## src/rtl/regfile_pkg.sv

```systemverilog
// Shared definitions for the reg_file_sb register file.
// Holds default address/data widths, the register-count derivation and the
// address/data typedefs used by the pipeline around the register file.
package regfile_pkg;

  localparam int REGFILE_ADDR_W = 5;
  localparam int REGFILE_DATA_W = 32;

  typedef logic [REGFILE_ADDR_W-1:0] reg_addr_t;
  typedef logic [REGFILE_DATA_W-1:0] reg_data_t;

  // Number of architectural registers addressable with addr_w bits.
  function automatic int num_regs(input int addr_w);
    return 32'sd1 << addr_w;
  endfunction

endpackage

```

## src/rtl/reg_file_sb_decoder_onehot.sv

```systemverilog
// Generic one-hot decoder: onehot = 1 << sel while en is high, else all zero.
// Used for both the write-port decode and the reservation decode.
module decoder_onehot #(
  parameter int N_IN = 5
) (
  input  logic [N_IN-1:0]          sel,
  input  logic                     en,
  output logic [(1 << N_IN)-1:0]   onehot
);

  // Drive exactly one output line for the selected index when enabled.
  always_comb begin
    onehot = '0;
    if (en) begin
      onehot[sel] = 1'b1;
    end else begin
      onehot = '0;
    end
  end

endmodule

```

## src/rtl/reg_file_sb.sv

```systemverilog
// reg_file_sb: parametrised register file with a per-register busy scoreboard.
// One write port (writeback), two combinational read ports (decode) and a
// reservation port (issue) that marks a destination busy until it is written.
// Optional feature macro: REGFILE_WRITE_BYPASS_EN -- when defined, a write
// in flight to the address being read is forwarded to the read port in the
// same cycle (write-through), so writeback and decode can overlap.
module reg_file_sb
  import regfile_pkg::*;
#(
  parameter int ADDR_W   = REGFILE_ADDR_W,
  parameter int DATA_W   = REGFILE_DATA_W,
  parameter int ZERO_REG = 1
) (
  input  logic                       clk,
  input  logic                       rst,
  input  logic                       we,
  input  logic [ADDR_W-1:0]          waddr,
  input  logic [DATA_W-1:0]          wdata,
  input  logic                       rsv_en,
  input  logic [ADDR_W-1:0]          rsv_addr,
  input  logic [ADDR_W-1:0]          raddr_a,
  output logic [DATA_W-1:0]          rdata_a,
  output logic                       rbusy_a,
  input  logic [ADDR_W-1:0]          raddr_b,
  output logic [DATA_W-1:0]          rdata_b,
  output logic                       rbusy_b,
  output logic [(1 << ADDR_W)-1:0]   busy_vec
);

  localparam int NUM_REGS = num_regs(ADDR_W);

  // Registers that can actually hold state; register 0 drops out when it is
  // hardwired to zero, which also keeps it permanently non-busy.
  localparam logic [NUM_REGS-1:0] LIVE_MASK =
    (ZERO_REG != 0) ? {{(NUM_REGS-1){1'b1}}, 1'b0} : {NUM_REGS{1'b1}};

  logic [DATA_W-1:0]   regs [NUM_REGS];
  logic [NUM_REGS-1:0] busy;
  logic [NUM_REGS-1:0] wr_sel;
  logic [NUM_REGS-1:0] rsv_sel;

  // True when addr names a register that stores data (not the zero register).
  function automatic logic is_live(input logic [ADDR_W-1:0] addr);
    return !((ZERO_REG != 0) && (addr == {ADDR_W{1'b0}}));
  endfunction

  decoder_onehot #(.N_IN(ADDR_W)) u_wr_dec (
    .sel    (waddr),
    .en     (we),
    .onehot (wr_sel)
  );

  decoder_onehot #(.N_IN(ADDR_W)) u_rsv_dec (
    .sel    (rsv_addr),
    .en     (rsv_en),
    .onehot (rsv_sel)
  );

  // Data array: clear on reset, otherwise store wdata into the decoded register.
  always_ff @(posedge clk) begin
    if (rst) begin
      for (int i = 0; i < NUM_REGS; i++) begin
        regs[i] <= '0;
      end
    end else begin
      for (int i = 0; i < NUM_REGS; i++) begin
        if (wr_sel[i] && LIVE_MASK[i]) begin
          regs[i] <= wdata;
        end
      end
    end
  end

  // Scoreboard: writeback releases, issue reserves; a reservation landing on
  // the same register as a retiring write wins because it names a newer producer.
  always_ff @(posedge clk) begin
    if (rst) begin
      busy <= '0;
    end else begin
      busy <= ((busy & ~wr_sel) | rsv_sel) & LIVE_MASK;
    end
  end

  assign busy_vec = busy;

  // Read port A: registered value, zero register forced, optional write-through.
  always_comb begin
    rdata_a = '0;
    rbusy_a = 1'b0;
    if (is_live(raddr_a)) begin
`ifdef REGFILE_WRITE_BYPASS_EN
      if (we && (waddr == raddr_a)) begin
        rdata_a = wdata;
        rbusy_a = rsv_en && (rsv_addr == waddr);
      end else begin
        rdata_a = regs[raddr_a];
        rbusy_a = busy[raddr_a];
      end
`else
      rdata_a = regs[raddr_a];
      rbusy_a = busy[raddr_a];
`endif
    end else begin
      rdata_a = '0;
      rbusy_a = 1'b0;
    end
  end

  // Read port B: same rules as port A, independent address.
  always_comb begin
    rdata_b = '0;
    rbusy_b = 1'b0;
    if (is_live(raddr_b)) begin
`ifdef REGFILE_WRITE_BYPASS_EN
      if (we && (waddr == raddr_b)) begin
        rdata_b = wdata;
        rbusy_b = rsv_en && (rsv_addr == waddr);
      end else begin
        rdata_b = regs[raddr_b];
        rbusy_b = busy[raddr_b];
      end
`else
      rdata_b = regs[raddr_b];
      rbusy_b = busy[raddr_b];
`endif
    end else begin
      rdata_b = '0;
      rbusy_b = 1'b0;
    end
  end

endmodule

```

## config.mk

```make
export PLATFORM = sky130hd
export DESIGN_NAME = reg_file_sb
export DESIGN_NICKNAME = d
export VERILOG_FILES = /design/src/rtl/regfile_pkg.sv /design/src/rtl/reg_file_sb_decoder_onehot.sv /design/src/rtl/reg_file_sb.sv
export SDC_FILE = /design/constraint.sdc
export NUM_CORES = 2
export LEC_CHECK = 0
export CAP_MARGIN = 25
export CORE_UTILIZATION = 45
export DETAILED_ROUTE_END_ITERATION = 10
export PLACE_DENSITY_LB_ADDON = 0.2
export SLEW_MARGIN = 20
export SYNTH_ARGS = -nofsm -noshare
export SYNTH_HDL_FRONTEND = slang
export SYNTH_SLANG_ARGS = --single-unit
export TNS_END_PERCENT = 30
```

## constraint.sdc

```tcl
create_clock -name clk -period 6 [get_ports clk]
set_input_delay 1.5 -clock clk [delete_from_list [all_inputs] [get_ports clk]]
set_output_delay 1.5 -clock clk [all_outputs]
set_load 0.005 [all_outputs]
```

# Word level (Yosys, flattened, before mapping)
# Memory sizes are Yosys's and may differ from the RTL's.
# Index checks and enable logic that the tools add are counted.
[classes]
n_bitwise = 34
n_lt_le_gt_ge = 6
n_mux = 140
n_reduce_logical = 4
[op_table]
columns = ["cell", "n"]
rows = [
  ["32-bit two-way mux", 35],
  ["1-bit two-way mux", 101],
  ["32-bit AND", 1],
  ["32-bit NOT", 1],
  ["32-bit bitwise OR", 1],
  ["1-bit bitwise OR", 31],
  ["5-bit by 6-bit < comparator with 1-bit output, second input constant", 4],
  ["1-bit binary-select mux with 5-bit select", 2],
  ["1-bit demux with 5-bit select", 2],
  ["5-bit by 1-bit >= comparator with 1-bit output, second input constant", 2],
  ["5-bit logical NOT", 2],
  ["1-bit logical AND", 2],
]
[totals]
ramBits = 1024
output_inout_bits = 98
regBits = 32
mem_count = 1
[memory_table]
columns = ["memory", "depth", "width", "read_ports", "rd_ports_with_merged_regs", "wr", "line", "text"]
rows = [
  ["regs", 32, 32, 2, 0, 32, "reg_file_sb.sv:37", "logic [DATA_W-1:0] regs [NUM_REGS];"],
]

# Depth between registers and ports, before layout
[logic_depth]
depth_word = 9
mapped_depth = 8
ltp_nobuf = 4

# Hierarchy
# Synthesis repeated with hierarchy kept, for this count alone.
[hier_totals]
hier_cells = 3552
area_unflattened_um2 = 52386.5
[modules_own_cells]
columns = ["mod", "area_per_inst_um2", "seq_area_each_um2", "n_inst", "cells_each"]
rows = [
  ["reg_file_sb", 51926.1, 30409.2, 1, 3458],
  ["decoder_onehot", 230.2, 0.0, 2, 47],
]

# Worst setup path after synthesis
# OpenSTA, ideal clock, no wires.
[synth_path]
path_type = "input to output"
startpoint = "input raddr_b[0]"
endpoint = "output rdata_b[27]"
path_buffers = 2
arrival_time_ns = 2.749
cell_stages = 6
setup_slack_ns = 1.751
cell_sequence = "buf_6 -> buf_4 -> mux4_2 -> a22o_1 -> a31oi_1 -> nor3_2"
[synth_via]
elab_chain_cells = 2
elab_cells_between_ends = 3
cone_classes = "mux (1); reduce/logical (1); memory (1)"
[synth_lines]
columns = ["item", "line", "text"]
rows = [
  ["from (decl)", "reg_file_sb.sv:24", "input logic [ADDR_W-1:0] raddr_b,"],
  ["memory read 32 x 32 bit / 5-bit logical NOT (equally long branches)", "-", ""],
  ["32-bit two-way mux *", "reg_file_sb.sv:113", "if (is_live(raddr_b)) begin"],
  ["to (decl)", "reg_file_sb.sv:25", "output logic [DATA_W-1:0] rdata_b,"],
]
# Mark *: on every way between the ends. The rest lies on a longest branch, timed or not.

# Worst setup path in the final report
[layout_path]
startpoint = "input raddr_b[3]"
endpoint = "output rdata_b[22]"
# Same word-level chain as after synthesis.

==> flow_metrics.env <==
export IMPL_timing_critical_path_fanout_max=23
export IMPL_die_height_um=339
export IMPL_routed_wl_um=171000
export IMPL_cts_buffers=108
export IMPL_vias_in_the_first_global_route=35060
export IMPL_end_kind="output pin"
export IMPL_clk_pin_slew_worst_paths_ns=0.06
export IMPL_multi_input_comb_area_mm2=0.0190
export IMPL_share_clk_of_total_power_pct=37.7
export IMPL_synth_async_reset_ratio_pct=0
export IMPL_worst_skew_late_latency_ns=0.69
export IMPL_cts_root_buffer_cell="sky130_fd_sc_hd__clkbuf_16"
export IMPL_synth_area_in_simple_gates_pct=8.78
export IMPL_synthDominantCellAreaShare_pct=58.2
export IMPL_fill_cells=9610
export IMPL_reg2regPathDepth=1
export IMPL_syn_nets=3907
export IMPL_sequentialPowerShare_pct=49.0
export IMPL_pleak_nw=21.9
export IMPL_area_growth_synth_to_final_pct=15.0
export IMPL_largest_net_degree_at_the_start_of_global_routing=65
export IMPL_cts_max_path_buffers=3
export IMPL_layout_drive_gt1_share_pct=15.9
export IMPL_antenna_cells=0
export IMPL_via_count=35350
export IMPL_ant_nets=0
export IMPL_grt_first_pass_wirelength_um=242000
export IMPL_postCtsSetupRepairBufs=0
export IMPL_final_setup_fails=0
export IMPL_cts_sink_count=1023
export IMPL_min_path_cells=2
export IMPL_period_needed_ns=5.87
export IMPL_timing_critical_path_required_ns=4.50
export IMPL_worst_ir_drop_vdd_mv=0.242
export IMPL_place_gp_congestion=0.952
export IMPL_global_route_usage_total_pct=29.0
export IMPL_synth_edff_count=992
export IMPL_fp_dieArea_mm2=0.115
export IMPL_flip_flop_and_latch_count_after_synthesis=1023
export IMPL_critical_path_slowest_cell="sky130_fd_sc_hd__clkdlybuf4s50_1"
export IMPL_path_buf_inv=5
export IMPL_drv_slew=0
export IMPL_synth_warning_count=0
export IMPL_synth_fa_ha_area_share_pct=0
export IMPL_p_total_mw=17.6
export IMPL_grt_setup_unrepaired="false"
export IMPL_post_synth_top_area_cell="sky130_fd_sc_hd__edfxtp_1"
export IMPL_setup_total_negative_slack_ns=0
export IMPL_start_util_pct=45.5
export IMPL_worst_hold_path_type="register to register"
export IMPL_yosys_mux_area_fraction_pct=20.0
export IMPL_critical_path_depth=9
export IMPL_post_cts_hold_buffer_count=0
export IMPL_run_status="completed"
export IMPL_io_pins=154
export IMPL_grt_overflow_total=0
export IMPL_power_per_cell_area_mw_per_mm2=298
export IMPL_worstSetupPathType="primary input to output pin"
export IMPL_synth_compound_gate_area_share_pct=7.70
export IMPL_switching_share_pct=25.3
export IMPL_yosys_area_share_xor_xnor_pct=0
export IMPL_placeableCoreArea_mm2=0.113
export IMPL_htree_levels=3
export IMPL_power_internal_mw=13.1
export IMPL_synth_sequential_area_ratio_pct=59.4
export IMPL_critical_path_s_top_delay_family="buffers and inverters"
export IMPL_tightestPinTransition_ns=1.07
export IMPL_detail_route_drc_violations=0
export IMPL_crit_path_start_kind="primary input"
export IMPL_final_seq_area_mm2=0.0304
export IMPL_synth_area_top_cells="sky130_fd_sc_hd__edfxtp_1 (58%), sky130_fd_sc_hd__mux2i_1 (14%), sky130_fd_sc_hd__mux4_2 (4.5%)"
export IMPL_wl_per_cell_um=30.6
export IMPL_timing_slew_headroom_pct=28.2
export IMPL_number_of_nets_in_the_layout=4072
export IMPL_worst_endpoint_arrival_ns=4.37
export IMPL_dominant_combinational_cell_family_by_area_after_synthesis="multiplexers"
export IMPL_io_buffer_count=152
export IMPL_die_w_um=339
export IMPL_worst_clock_skew_ns=0
export IMPL_min_period_over_period_pct=97.8
export IMPL_combinational_group_share_of_total_power_pct=13.4
export IMPL_1st_pass_router_iterations=6
export IMPL_timing_final_hold_violations=0
export IMPL_dp_hpwl_um=115000
export IMPL_synth_area_mm2=0.0512
export IMPL_maxCapViolations=0
export IMPL_antenna_found_initial=2
export IMPL_achievable_frequency_mhz=170
export IMPL_rows=123
export IMPL_clock_tree_from_tritoncts="done"
export IMPL_worst_path_largest_cell_delay_ns=0.64
export IMPL_synthDistinctLibCells=49
export IMPL_prevailing_post_synth_register_cell="sky130_fd_sc_hd__edfxtp_1"
export IMPL_avgSynthCellArea_um2=13.3
export IMPL_p_switching_mw=4.44
export IMPL_route_detailed_vias_per_inst=6.31
export IMPL_synthesis_instances=3851
export IMPL_drtIter0Drc=3887
export IMPL_timing_critical_path_cells="clkdlybuf4s50_1 -> nor2b_4 -> buf_12 -> buf_4 -> a22o_1 -> a31oi_1 -> nor3_1 -> buf_4 -> clkdlybuf4s50_1"
-- power groups by stage --
stage	Combinational, mW	Sequential [mW]	Clock (mW)
5_1_grt	2.44	8.64	6.91
6_report	2.35	8.60	6.62
3_5_place_dp	2.31	8.74	0
3_3_place_gp	2.30	8.71	0
4_1_cts	2.33	8.59	6.65
2_1_floorplan	1.31	8.66	0
-- repair_timing --
item	4_1_cts	5_1_grt
pin swaps	0	0
gates resized for setup	2	7
setup endpoints to repair	2	7
-- routing by layer --
metal	up-vias	GRT usage, %	share of wire [%]
li1	15158	-	-
met1	18112	37.4	39
met2	1740	48.5	49
met3	338	3.51	6.8
met4	2	13.7	5.3
met5	-	0	0.0064
-- area by class of cell --
class	instances	area share [%]
timing repair buffer	397	6.79
multi-input combinational	2436	32.2
clock buffer	140	5.13
inverter	50	0.319
clock inverter	54	0.718
tap	1500	3.19
sequential	1023	51.6
-- through the flow --
step / worst slack, ns / instance area [µm²] / hold slack (ns) / std cells / utilization, %
final: 0.133 / 58900 / 0.515 / 5600 / 52.3
after global routing: 0.0902 / 58900 / 0.532 / 5600 / 52.3
after CTS: 0.0131 / 58800 / 0.514 / 5597 / 52.2
after detailed placement: -0.0258 / 55300 / 0.503 / 5403 / 49.1
after global placement: 0.00479 / 55200 / 0.497 / 5398 / 49.0
after floorplan: 1.75 / 51200 / 0.490 / 3851 / -
-- Yosys cell counts (2+ instances only) --
cell,instances
sky130_fd_sc_hd__nor3b_2,2
sky130_fd_sc_hd__buf_2,68
sky130_fd_sc_hd__a22oi_1,162
sky130_fd_sc_hd__nand2_1,212
sky130_fd_sc_hd__nor4_2,32
sky130_fd_sc_hd__and3b_1,3
sky130_fd_sc_hd__mux4_2,103
sky130_fd_sc_hd__a31oi_1,31
sky130_fd_sc_hd__nand2b_1,8
sky130_fd_sc_hd__and3_1,4
sky130_fd_sc_hd__a221o_1,31
sky130_fd_sc_hd__and4b_1,2
sky130_fd_sc_hd__nor3_1,132
sky130_fd_sc_hd__clkbuf_1,160
sky130_fd_sc_hd__and2_1,3
sky130_fd_sc_hd__buf_6,46
sky130_fd_sc_hd__nor2b_1,4
sky130_fd_sc_hd__a211oi_1,2
sky130_fd_sc_hd__nor4bb_1,4
sky130_fd_sc_hd__a32o_1,15
sky130_fd_sc_hd__o221ai_1,2
sky130_fd_sc_hd__buf_4,54
sky130_fd_sc_hd__dfxtp_1,31
sky130_fd_sc_hd__mux2_2,64
sky130_fd_sc_hd__a22o_1,31
sky130_fd_sc_hd__a21oi_1,4
sky130_fd_sc_hd__mux2i_1,721
sky130_fd_sc_hd__nand3b_1,3
sky130_fd_sc_hd__or2_1,2
sky130_fd_sc_hd__o211a_1,32
sky130_fd_sc_hd__o22ai_1,216
sky130_fd_sc_hd__edfxtp_1,992
sky130_fd_sc_hd__nor2_1,551
sky130_fd_sc_hd__inv_1,49
sky130_fd_sc_hd__nor3b_1,6
sky130_fd_sc_hd__a21o_1,9
sky130_fd_sc_hd__nand3_1,34
sky130_fd_sc_hd__buf_1,13
sky130_fd_sc_hd__nor4b_2,3
-- flip-flops by register name (all words and copies together) (netlist names) --
| register | cells |
|---|---|
| regs | 992 |
| busy_vec | 31 |
-- cell usage in the layout (no fill, tap or decap), types with 20 or more instances in the layout --
master                            synthesis  final
sky130_fd_sc_hd__buf_12                   0     50
sky130_fd_sc_hd__mux2i_1                721    721
sky130_fd_sc_hd__mux2_2                  64     64
sky130_fd_sc_hd__mux4_2                 103    103
sky130_fd_sc_hd__clkdlybuf4s50_1          0    145
sky130_fd_sc_hd__edfxtp_1               992    992
sky130_fd_sc_hd__nand3_1                 34     34
sky130_fd_sc_hd__nand2_2                  1     22
sky130_fd_sc_hd__a22o_1                  31     31
sky130_fd_sc_hd__clkbuf_16                0    115
sky130_fd_sc_hd__a221o_1                 31     31
sky130_fd_sc_hd__nor4_2                  32     24
sky130_fd_sc_hd__o22ai_1                216    216
sky130_fd_sc_hd__dfxtp_1                 31     31
sky130_fd_sc_hd__clkinv_1                 0     29
sky130_fd_sc_hd__clkbuf_1               160     20
sky130_fd_sc_hd__o211a_1                 32     32
sky130_fd_sc_hd__nor3_1                 132    132
sky130_fd_sc_hd__nand2_1                212    188
sky130_fd_sc_hd__buf_4                   54    197
sky130_fd_sc_hd__a22oi_1                162    162
sky130_fd_sc_hd__nor2_1                 551    550
sky130_fd_sc_hd__inv_1                   49     49
sky130_fd_sc_hd__a31oi_1                 31     31
-- logic make-up (layout without fill, tap and decap cells) --
group / Yosys count / count (layout)
simple gates: 1011 / 1011
other cells: 1 / 1
mux: 888 / 888
buf+inv: 392 / 641
flops: 1023 / 1023
compound gates: 536 / 536
-- worst paths after layout --
path                           startpoint                 endpoint  slack [ns]
setup reg to reg   busy_vec[2]$_SDFF_PP0_   busy_vec[2]$_SDFF_PP0_        5.16
hold reg to reg   busy_vec[22]$_SDFF_PP0_  busy_vec[22]$_SDFF_PP0_        0.51
setup / recovery               raddr_b[3]              rdata_b[22]        0.13
hold / removal    busy_vec[22]$_SDFF_PP0_  busy_vec[22]$_SDFF_PP0_        0.51
No activity file was read; power rests on OpenSTA's default activity.
